`src/rtl/bp_sacc_io_arbiter.sv`:
```
// Round-robin sharing of one accelerator I/O command/response path among sacc engines.
// Optional sticky protocol-error flag is built when BP_SACC_IO_ARB_ERR_EN is defined.
module bp_sacc_io_arbiter #(
    parameter int num_req_p         = 4,
    parameter int msg_width_p       = 128,
    parameter int max_outstanding_p = 4
) (
    input  logic                             clk_i,
    input  logic                             reset_n_i,
    input  logic [num_req_p*msg_width_p-1:0] req_cmd_i,
    input  logic [num_req_p-1:0]             req_v_i,
    output logic [num_req_p-1:0]             req_yumi_o,
    output logic [msg_width_p-1:0]           cmd_o,
    output logic                             cmd_v_o,
    input  logic                             cmd_yumi_i,
    input  logic [msg_width_p-1:0]           resp_i,
    input  logic                             resp_v_i,
    output logic                             resp_yumi_o,
    output logic [msg_width_p-1:0]           req_resp_o,
    output logic [num_req_p-1:0]             req_resp_v_o,
    input  logic [num_req_p-1:0]             req_resp_yumi_i,
    output logic                             err_o
);
    localparam int IdW  = $clog2(num_req_p);
    localparam int PtrW = $clog2(max_outstanding_p);
    localparam int CntW = $clog2(max_outstanding_p + 1);

    typedef enum logic {ST_IDLE = 1'b0, ST_LOCKED = 1'b1} state_e;

    state_e           state_q, state_d;
    logic [IdW-1:0]   rr_q, rr_d;
    logic [IdW-1:0]   owner_q, owner_d;
    logic [IdW-1:0]   tag_mem_q [max_outstanding_p];
    logic [PtrW-1:0]  wr_ptr_q, rd_ptr_q;
    logic [CntW-1:0]  count_q, count_d;

    logic             scan_found;
    logic [IdW-1:0]   scan_id;
    logic [IdW-1:0]   sel_id;
    logic [IdW-1:0]   head_id;
    logic             full, nonempty;
    logic             cmd_v, issue, pop;
    logic [msg_width_p-1:0] sel_cmd;

    // First valid engine at or after the rr pointer, wrapping.
    always_comb begin
        int idx;
        scan_found = 1'b0;
        scan_id    = '0;
        idx        = 0;
        for (int i = 0; i < num_req_p; i++) begin
            idx = int'(rr_q) + i;
            if (idx >= num_req_p) idx = idx - num_req_p;
            if (!scan_found && req_v_i[idx[IdW-1:0]]) begin
                scan_found = 1'b1;
                scan_id    = idx[IdW-1:0];
            end
        end
    end

    assign full     = (count_q == CntW'(max_outstanding_p));
    assign nonempty = (count_q != '0);
    assign head_id  = tag_mem_q[rd_ptr_q];
    assign sel_id   = (state_q == ST_LOCKED) ? owner_q : scan_id;
    // A held grant was made while not full and count cannot rise while locked.
    assign cmd_v    = (state_q == ST_LOCKED) ? req_v_i[owner_q] : (scan_found && !full);
    assign issue    = cmd_v && cmd_yumi_i;
    assign pop      = resp_v_i && nonempty && req_resp_yumi_i[head_id];

    always_comb begin
        sel_cmd = '0;
        for (int k = 0; k < num_req_p; k++) begin
            if (sel_id == IdW'(k)) sel_cmd = req_cmd_i[k*msg_width_p +: msg_width_p];
        end
    end

    always_comb begin
        state_d = state_q;
        owner_d = owner_q;
        rr_d    = rr_q;
        count_d = count_q;
        if (issue) begin
            state_d = ST_IDLE;
            rr_d    = (sel_id == IdW'(num_req_p - 1)) ? '0 : sel_id + 1'b1;
        end else if (cmd_v) begin
            state_d = ST_LOCKED;
            owner_d = sel_id;
        end
        if (issue && !pop)      count_d = count_q + CntW'(1);
        else if (!issue && pop) count_d = count_q - CntW'(1);
    end

    always_ff @(posedge clk_i or negedge reset_n_i) begin
        if (!reset_n_i) begin
            state_q  <= ST_IDLE;
            owner_q  <= '0;
            rr_q     <= '0;
            count_q  <= '0;
            wr_ptr_q <= '0;
            rd_ptr_q <= '0;
            for (int i = 0; i < max_outstanding_p; i++) tag_mem_q[i] <= '0;
        end else begin
            state_q <= state_d;
            owner_q <= owner_d;
            rr_q    <= rr_d;
            count_q <= count_d;
            if (issue) begin
                tag_mem_q[wr_ptr_q] <= sel_id;
                wr_ptr_q            <= wr_ptr_q + 1'b1;
            end
            if (pop) rd_ptr_q <= rd_ptr_q + 1'b1;
        end
    end

    // Every output is forced low while reset is asserted, even mid-transaction.
    assign cmd_v_o     = reset_n_i && cmd_v;
    assign cmd_o       = cmd_v_o ? sel_cmd : '0;
    assign resp_yumi_o = reset_n_i && pop;
    assign req_resp_o  = reset_n_i ? resp_i : '0;

    always_comb begin
        for (int k = 0; k < num_req_p; k++) begin
            req_yumi_o[k]   = reset_n_i && issue && (sel_id == IdW'(k));
            req_resp_v_o[k] = reset_n_i && resp_v_i && nonempty && (head_id == IdW'(k));
        end
    end

`ifdef BP_SACC_IO_ARB_ERR_EN
    logic err_q;
    always_ff @(posedge clk_i or negedge reset_n_i) begin
        if (!reset_n_i) begin
            err_q <= 1'b0;
        end else if ((resp_v_i && !nonempty) ||
                     ((state_q == ST_LOCKED) && !req_v_i[owner_q])) begin
            err_q <= 1'b1;
        end
    end
    assign err_o = err_q;
`else
    assign err_o = 1'b0;
`endif
endmodule

```
`config.mk`:
```
export PLATFORM = sky130hd
export DESIGN_NAME = bp_sacc_io_arbiter
export DESIGN_NICKNAME = d
export VERILOG_FILES = /design/src/rtl/bp_sacc_io_arbiter.sv
export SDC_FILE = /design/constraint.sdc
export NUM_CORES = 1
export LEC_CHECK = 0
export BUFFER_PORTS_ARGS = -buffer_cell sky130_fd_sc_hd__buf_2
export CAP_MARGIN = 20
export CORE_AREA = 2 2 358 360
export CTS_CLUSTER_DIAMETER = 60
export DETAILED_ROUTE_END_ITERATION = 7
export DIE_AREA = 0 0 360 362
export PLACE_DENSITY_LB_ADDON = 0.15
export SLEW_MARGIN = 40
export SYNTH_ARGS = -nofsm -noshare
export SYNTH_HDL_FRONTEND = slang
export SYNTH_SLANG_ARGS = --single-unit
```
`constraint.sdc`:
```
create_clock -name clk_i -period 4.4 [get_ports clk_i]
set_input_delay 0.88 -clock clk_i [delete_from_list [all_inputs] [get_ports clk_i]]
set_output_delay 0.88 -clock clk_i [all_outputs]
set_load 0.005 [all_outputs]
```
==> impl_metrics.yaml, run 1 <==
finish:
  combined_flip_flop_and_latch_cell_area_um2: 500
  num-nets-final: 2721
  multiInputGateArea_mm2: 0.00631
  finish.instance_area_mm2: 0.0150
  fillCellCount: 15072
  area_delta_synth_final_pct: 106
  post_route_cells_drive_above_1_share: 0.528
  finalNonFillerCells: 3724
clocking:
  clk_pin_slew_ns: 0.06
  tritoncts: "built"
  htree_levels: 1
  cts.sinks: 20
  cts.hold.buffers_added: 0
  cts_max_path_buffers: 2
  latest_clock_arrival_within_the_worst_skew_pair_ns: 0.25
  cts-buffers-inserted: 3
  clockRootBuffer: "sky130_fd_sc_hd__clkbuf_16"
setup_path:
  critPathCaptureType: "output pin"
  worst_ep_arrival_time_ns: 3.38
  critical-path-max-stage-delay_ns: 0.30
  setup.worst_path.class: "in -> out"
  critical_path.max_fanout: 28
  cp_data_required_time_ns: 3.52
  critical_path.startpoint_type: "input port"
  cpMaxStageDelayCell: "sky130_fd_sc_hd__a311o_1"
  worst_path_most_repeated_cell: "sky130_fd_sc_hd__buf_4"
  cp_cell_sequence: "buf_2 > buf_4 > a21oi_1 > a311o_1 > o21ai_2 > inv_2 > buf_4 > buf_4 > ha_4 > buf_12 > buf_12 > nand2_1 > o21ai_0 > mux2i_1 > nor2_1 > buf_2"
floorplanning:
  die_x_um: 360
  die-height_um: 362
  starting_density_of_the_core: 0.0574
  core_mm2: 0.127
  core.rowCount: 131
  floorplan.die_area_mm2: 0.130
  floorplan.io_pins: 919
synth:
  synthesis.area_per_instance_um2: 6.45
  synth_top_area_share: 0.180
  synth_top_cell_by_area: "sky130_fd_sc_hd__mux2i_1"
  post_synth_num_cell_types: 43
  syn-instance-count: 1127
  ys_warn_count: 0
  synth_sequential_area_ratio: 0.0689
  syn_area_mm2: 0.00727
  number_of_enable_flip_flop_cells_after_synthesis: 0
  synth.ff_latch_count: 20
  synth_common_cells: "sky130_fd_sc_hd__nand2_1 (137), sky130_fd_sc_hd__nor2_1 (134), sky130_fd_sc_hd__mux2i_1 (131)"
  synth_area_leaders: "sky130_fd_sc_hd__mux2i_1 (18%), sky130_fd_sc_hd__and3b_1 (16%), sky130_fd_sc_hd__and2_1 (11%)"
  postSynth.topFlopCell: "sky130_fd_sc_hd__dfrtp_1"
  synth.most_common_cell: "sky130_fd_sc_hd__nand2_1"
  async_reset_ff_frac: 1.00
  synth_nets: 1789
placed_design:
  placed_cells_incl_taps: 3704
  postPlaceCellArea_mm2: 0.0145
  dp_hpwl_mm: 59.3
  place.gp.congestion: 0.868
  placement.io_buffers: 917
drt:
  vias_per_cell: 3.07
  drc_viols: 0
  postRouteAntennaNets: 0
  drt_initial_violations: 539
  detailedRoute.firstPassIterationCount: 5
  detailroute.via_count: 11429
  routed_wirelength_mm: 68.0
  wl_per_cell_um: 18.3
sta:
  fmax_ghz: 0.235
  rsz0062_at_grt: "true"
  timing.final.hold_violations: 0
  hold_worst_slack_ns: 0.503
  finalWorstPathRequiredPeriod_ns: 4.26
  final.period_utilization: 0.969
  setup_viol_count_final: 0
  maxSlewViolCount: 0
  clock-skew-final_ns: 0.00329
job:
  max_cap_violations: 0
pwr:
  ir_drop_mv: 0.175
  power_density_mw_per_mm2: 638
  power_leakage_nw: 7.50
grt:
  first_global_vias: 11744
  grt.overflow.total: 0
  largest_net_degree_at_the_start_of_global_routing: 114
  gr-usage-all-layers: 0.0967
  wire_length_of_the_first_global_routing_pass_mm: 91.0
  antenna_found_initial: 20
min_path:
  tightest_hold_check_type: "reg -> reg"
run_status:
  outcome: "finished, final reports clean"
[placed cells by master (no fill, tap or decap), types with 5 or more instances in the layout]
cell,n
sky130_fd_sc_hd__and3b_1,129
sky130_fd_sc_hd__dfrtp_1,20
sky130_fd_sc_hd__mux2i_1,127
sky130_fd_sc_hd__nand2_1,135
sky130_fd_sc_hd__o21ai_1,40
sky130_fd_sc_hd__mux2_2,12
sky130_fd_sc_hd__and2_1,128
sky130_fd_sc_hd__buf_4,84
sky130_fd_sc_hd__nor2_1,134
sky130_fd_sc_hd__inv_1,6
sky130_fd_sc_hd__buf_12,25
sky130_fd_sc_hd__a21oi_1,126
sky130_fd_sc_hd__clkbuf_16,5
sky130_fd_sc_hd__and3_1,5
sky130_fd_sc_hd__ha_1,5
sky130_fd_sc_hd__buf_6,14
sky130_fd_sc_hd__o21ai_0,89
sky130_fd_sc_hd__buf_2,914
[routing by layer]
layer / track usage / part of all wire
met1: 0.127 / 0.45
met3: 0.0252 / 0.068
met2: 0.165 / 0.48
met5: 0 / 0.0014
met4: 0.00560 / 0.0053
[stage by stage]
step | setup TNS (ns) | setup WS, ns | total power, mW | utilization
after global placement | -1.94 | -0.445 | 9.14 | 0.115
after CTS | -0.00269 | -0.00269 | 9.51 | 0.116
final | 0 | 0.136 | 9.56 | 0.118
after floorplan | 0 | 0.531 | 4.89 | -
after global routing | -0.0903 | -0.0371 | 10.7 | 0.118
after detailed placement | -1.15 | -0.424 | 9.06 | 0.115
[what timing repair did]
action,4_1_cts,5_1_grt
resized for setup,11,41
pin swaps,1,7
gates cloned,1,2
setup buffers,3,7
setup endpoints to repair,26,99
[final cells by class]
class / instances / share of cell area
clock buffers: 4 / 0.00593
inverters: 9 / 0.00225
repair buffers: 1042 / 0.398
well taps: 1662 / 0.139
diodes: 4 / 0.000668
flip-flops and latches: 20 / 0.0334
multi-input cells: 983 / 0.421
[state kept, by name, indices dropped and copies added, names as in the netlist]
name	cells
count_q	3
owner_q	2
rd_ptr_q	2
rr_q	2
state_q	1
tag_mem_q	8
wr_ptr_q	2
[worst paths after layout]
| kind | from | slack, ns | endpoint | depth (start not counted) |
|---|---|---|---|---|
| setup / recovery | req_v_i[1] | 0.14 | cmd_o[93] | 16 |
| hold / removal | tag_mem_q[1] | 0.50 | tag_mem_q[1] | 1 |
| setup reg to reg | rd_ptr_q[0] | 1.77 | count_q[1] | 8 |
| hold reg to reg | tag_mem_q[1] | 0.50 | tag_mem_q[1] | 1 |
| max in group asynchronous | reset_n_i | 3.16 | count_q[0] | 2 |
| min in group asynchronous | reset_n_i | 0.93 | wr_ptr_q[1] | 2 |
[worst max-delay path: cells and delay by family]
kind,cells,cell delay [ns]
AO/OA/AOI/OAI,4,0.74
buffers and inverters,8,1.08
multiplexers,1,0.15
AND/OR/NAND/NOR,2,0.29
adder cells (fa/ha/maj),1,0.17
[power by group]
part | internal, mW | switching [mW]
sequential | 0.280 | 0.102
clock | 0.139 | 0.0704
combinational | 4.08 | 4.89
total | 4.50 | 5.06
[kinds of logic (layout without fill, tap and decap cells)]
logic type / after synthesis / count (layout) / share of synthesized area
AOI/OAI and AO/OA: 271 / 271 / 0.192
xor gates and xnor gates: 6 / 6 / 0.00723
adders and majority gates: 10 / 10 / 0.0182
buffers and inverters: 124 / 1055 / 0.0811
DFF: 20 / 20 / 0.0689
muxes: 146 / 146 / 0.208
other: 1 / 5 / 0.000516
and+or+nand+nor: 549 / 549 / 0.424
No activity file was read; power rests on OpenSTA's default activity.
==> run 2: changes to the inputs <==
GPL_ROUTABILITY_DRIVEN = 1   (was default)
PLACE_DENSITY = 0.3   (was default)
PLACE_DENSITY_LB_ADDON = default   (was 0.15)
==> impl_metrics.yaml, run 2 (synthesis results as in run 1) <==
finish:
  post_route_cells_drive_above_1_share: 0.515
  area_delta_synth_final_pct: 99.8
  fillCellCount: 15051
  mostFrequentLayoutCell: "sky130_fd_sc_hd__buf_2"
  max_flop_register: "tag_mem_q"
  num-nets-final: 2696
  layout_top_registers: "tag_mem_q x8, count_q x3"
  layout.cells.most_common_list: "sky130_fd_sc_hd__buf_2 (916), sky130_fd_sc_hd__nand2_1 (137), sky130_fd_sc_hd__nor2_1 (134)"
  flip_flop_count_of_the_largest_register_after_layout: 8
grt:
  first_global_vias: 11413
  largest_net_degree_at_the_start_of_global_routing: 66
  antenna_found_initial: 29
  wire_length_of_the_first_global_routing_pass_mm: 81.4
  grt.overflow.total: 0
  gr-usage-all-layers: 0.0845
clocking:
  tritoncts: "built"
  clockRootBuffer: "sky130_fd_sc_hd__clkbuf_16"
  clk_pin_slew_ns: 0.05
  htree_levels: 1
  cts.hold.buffers_added: 0
  latest_clock_arrival_within_the_worst_skew_pair_ns: 0.25
  cts.sinks: 20
  cts-buffers-inserted: 3
  cts_max_path_buffers: 2
run_status:
  outcome: "finished, final reports clean"
sta:
  final.period_utilization: 0.958
  final.setup.tns_ns: 0
  timing.final.hold_violations: 0
  fmax_ghz: 0.237
  finalWorstPathRequiredPeriod_ns: 4.21
  maxSlewViolCount: 0
  clock-skew-final_ns: 0.00329
  setup_viol_count_final: 0
  relSlewSlack: 0.598
  tightestPinTransition_ns: 0.597
  rsz0062_at_grt: "false"
  hold_worst_slack_ns: 0.507
drt:
  drc_viols: 0
  wl_met1_mm: 26.8
  routed_wirelength_mm: 59.5
  drt_initial_violations: 572
  vias_per_cell: 3.08
  dr_wl_met2_mm: 27.5
  wl_per_cell_um: 16.1
  detailroute.via_count: 11394
  met3RoutedLength_mm: 4.43
  postRouteAntennaNets: 0
  maxUsedRoutingLayer: "met5"
  detailedRoute.firstPassIterationCount: 5
setup_path:
  path_depth: 14
  critical_path_buf_inv_count: 5
  r2r-start: "rd_ptr_q[0]"
  setup.worst_path.class: "in -> out"
  worst_ep_arrival_time_ns: 3.33
  critical_path.startpoint_type: "input port"
  cp_data_required_time_ns: 3.52
  cpMaxStageDelayCell: "sky130_fd_sc_hd__mux2i_1"
  cp-startpoint: "req_v_i[1]"
  critical-path-max-stage-delay_ns: 0.42
  critical-path-top-delay-family: "compound AO/OA/AOI/OAI gates"
  cp_cell_sequence: "buf_2 > inv_1 > o21ai_0 > a32oi_1 > o31ai_2 > inv_1 > ha_4 > buf_12 > and3b_1 > a21oi_1 > o21ai_0 > mux2i_1 > nor2_1 > buf_2"
  critical_path.max_fanout: 33
  critPathCaptureType: "output pin"
  worst_reg2reg_path_depth: 8
floorplanning:
  floorplan.io_pins: 919
  core.rowCount: 131
  floorplan.die_area_mm2: 0.130
  starting_density_of_the_core: 0.0574
  die_x_um: 360
  die-height_um: 362
  core_mm2: 0.127
placed_design:
  dp_hpwl_mm: 52.0
  placement.io_buffers: 917
  place.gp.congestion: 0.887
pwr:
  power_density_mw_per_mm2: 597
  ir_drop_mv: 0.210
  power_leakage_nw: 7.30
min_path:
  worst_hold_startpoint: "tag_mem_q[4]"
  tightest_hold_check_type: "reg -> reg"
  whs_path_depth: 1
job:
  max_cap_violations: 0
run 2: worst paths after layout:
check | endpoint | slack (ns)
max | cmd_o[71] | 0.19
max reg2reg | count_q[1] | 1.47
min reg2reg | tag_mem_q[4] | 0.51
max in group asynchronous | wr_ptr_q[1] | 2.89
min | tag_mem_q[4] | 0.51
min in group asynchronous | tag_mem_q[7] | 1.29
run 2: per-stage QoR:
stage	setup slack [ns]	instances	instance area (um2)	power (mW)	util
floorplan	0.531	1127	7270	4.89	-
global route	0.00262	3699	14500	9.63	0.115
finish	0.187	3701	14500	8.67	0.115
CTS	0.102	3692	14400	8.77	0.114
detailed placement	0.111	3688	14400	8.53	0.113
global placement	0.0710	3688	14400	8.60	0.113
run 2: timing repair:
item / CTS / global route
setup buffers: 0 / 2
endpoints found under the hold margin: 0 / 0
resized for setup: 0 / 8
setup endpoints to repair: 0 / 42
run 2: routing by layer:
metal / track usage / vias to the layer above
met1: 0.112 / 5097
met3: 0.0225 / 40
met5: 0 / -
met2: 0.139 / 555
met4: 0.0126 / 8
li1: - / 5694
run 2: area by class of cell:
class	instances	area (um2)	share of cell area
Tap cell	1662	2080	0.143
Clock buffer	4	88.8	0.00612
Inverter	9	33.8	0.00233
Sequential cell	20	500	0.0345
Multi-Input combinational cell	983	6240	0.430
Timing Repair Buffer	1017	5570	0.383
Antenna cell	6	15.0	0.00103
run 2: power by group:
group	switching (mW)	total, mW	internal [mW]
combinational	4.44	8.08	3.64
sequential	0.0998	0.381	0.281
clock	0.0634	0.202	0.138
total	4.60	8.67	4.06
==> run 3: changes to the inputs <==
--- a/config.mk
+++ b/config.mk
@@ -14,4 +14,5 @@
 export GPL_ROUTABILITY_DRIVEN = 1
 export PLACE_DENSITY = 0.3
+export SETUP_SLACK_MARGIN = 0.3
 export SLEW_MARGIN = 40
 export SYNTH_ARGS = -nofsm -noshare
==> constraint.sdc (replaced) <==
create_clock -name clk_i -period 4.4 [get_ports clk_i]
set_input_delay 0.22 -clock clk_i [delete_from_list [all_inputs] [get_ports clk_i]]
set_output_delay 0.22 -clock clk_i [all_outputs]
set_load 0.005 [all_outputs]
==> impl_metrics.yaml, run 3 (synthesis results as in run 1) <==
min_path:
  tightest_hold_check_type: "in -> reg"
  hold_path_end: "state_q"
  worst_hold_startpoint: "cmd_yumi_i"
  whs_path_depth: 2
setup_path:
  critPathCaptureType: "output pin"
  setup.worst_path.class: "reg -> out"
  r2r-start: "rd_ptr_q[0]"
  setup.reg_to_reg.worst_slack_ns: 1.40
  cp_data_required_time_ns: 4.18
  worst_ep_arrival_time_ns: 3.54
  cpMaxStageDelayCell: "sky130_fd_sc_hd__mux2i_1"
  worst_reg2reg_path_depth: 8
  critical_path.max_fanout: 48
  critical_path.startpoint_type: "flip-flop"
  critical-path-max-stage-delay_ns: 0.51
  cp_cell_sequence: "nand2b_1 > a311o_1 > o21ai_1 > buf_4 > inv_1 > ha_4 > buf_12 > and3b_1 > a21oi_1 > o21ai_0 > mux2i_1 > nor2_1 > buf_2"
  worst_r2r_endpoint: "count_q[1]"
finish:
  num-nets-final: 2653
  flip_flop_count_of_the_largest_register_after_layout: 8
  finalNonFillerCells: 3659
  finish.instance_area_mm2: 0.0141
  area_delta_synth_final_pct: 94.0
  layout.cells.most_common_list: "sky130_fd_sc_hd__buf_2 (916), sky130_fd_sc_hd__nand2_1 (137), sky130_fd_sc_hd__nor2_1 (134)"
  mostFrequentLayoutCell: "sky130_fd_sc_hd__buf_2"
  layout_top_registers: "tag_mem_q x8, count_q x3"
  post_route_cells_drive_above_1_share: 0.503
  max_flop_register: "tag_mem_q"
drt:
  drt_initial_violations: 524
  detailroute.via_count: 11288
  vias_per_cell: 3.08
  routed_wirelength_mm: 59.8
  postRouteAntennaNets: 0
  detailedRoute.firstPassIterationCount: 5
  wl_per_cell_um: 16.3
  drc_viols: 0
clocking:
  clk_pin_slew_ns: 0.06
  cts.sinks: 20
  cts-buffers-inserted: 3
  cts_max_path_buffers: 2
  htree_levels: 1
  tritoncts: "built"
  latest_clock_arrival_within_the_worst_skew_pair_ns: 0.26
  cts.hold.buffers_added: 0
  clockRootBuffer: "sky130_fd_sc_hd__clkbuf_16"
grt:
  wire_length_of_the_first_global_routing_pass_mm: 81.4
  gr-usage-all-layers: 0.0850
  largest_net_degree_at_the_start_of_global_routing: 57
  grt.overflow.total: 0
  antenna_found_initial: 18
  first_global_vias: 11186
floorplanning:
  floorplan.die_area_mm2: 0.130
  die_x_um: 360
  starting_density_of_the_core: 0.0574
  core_mm2: 0.127
  core.rowCount: 131
  die-height_um: 362
  floorplan.io_pins: 919
job:
  max_cap_violations: 0
sta:
  maxSlewViolCount: 0
  fmax_ghz: 0.266
  hold_worst_slack_ns: 0.278
  final.setup.tns_ns: 0
  final.period_utilization: 0.855
  rsz0062_at_grt: "false"
  tightestPinTransition_ns: 0.676
  finalWorstPathRequiredPeriod_ns: 3.76
  clock-skew-final_ns: 0.00352
  setup_viol_count_final: 0
  relSlewSlack: 0.545
  timing.final.hold_violations: 0
placed_design:
  place.gp.congestion: 0.893
  placement.io_buffers: 917
  postPlaceCellArea_mm2: 0.0140
  placed_cells_incl_taps: 3647
  dp_hpwl_mm: 51.9
run_status:
  outcome: "finished, final reports clean"
pwr:
  power_density_mw_per_mm2: 571
  power_leakage_nw: 7.05
  ir_drop_mv: 0.354
  totalPowerFinal_mw: 8.06
[run 3: changes by cell type in the layout (fill, tap and decap cells not counted), sizes merged]
cell,change
diode,+1
clkbuf,-1
buf,-42
[run 3: through the flow]
step            util  setup slack [ns]
2_1_floorplan      -              1.61
3_3_place_gp   0.110             0.847
3_5_place_dp   0.110             0.821
4_1_cts        0.111             0.540
5_1_grt        0.111             0.387
6_report       0.111             0.640
[run 3: final cells by class]
type | count | area (um2)
antenna | 7 | 17.5
clock buffer | 4 | 88.8
fill | 15012 | 113000
inverter | 9 | 33.8
multi-input combinational | 983 | 6230
sequential | 20 | 500
tap | 1662 | 2080
timing repair buffer | 974 | 5140
[run 3: timing repair]
action | 4_1_cts | 5_1_grt
gates resized for setup | 0 | 0
buffers inserted | 0 | 1
endpoints found under the setup margin | 0 | 2
[run 3: layer usage]
layer	global-route usage	up-vias	wire, um
li1	-	5603	-
met1	0.110	5087	26300
met2	0.139	558	27900
met3	0.0284	30	4970
met4	0.0114	10	560
met5	0	-	63
[run 3: how the worst max path moves through the flow]
stage / from / end / cells after the start
after CTS: rr_q[1] / cmd_o[69] / 14
final: rr_q[1] / cmd_o[71] / 13
after global routing: rr_q[1] / cmd_o[69] / 14
after global placement: rr_q[1] / cmd_o[69] / 12
after detailed placement: rr_q[1] / cmd_o[69] / 14
after floorplan: rr_q[1] / cmd_o[117] / 11
[run 3: power by group]
group          total (mW)  internal [mW]  switching [mW]
Sequential          0.379          0.280          0.0987
Clock               0.211          0.139          0.0725
Combinational        7.47           3.18            4.29
Total                8.06           3.60            4.46
[run 3: worst max-delay path, delay by kind of cell, from the launching register on]
family | cells | cell delay [ns]
buf+inv | 4 | 0.70
compound gates | 4 | 0.78
simple gates | 3 | 0.52
mux | 1 | 0.51
flops | 1 | 0.43
fa+ha+maj | 1 | 0.26
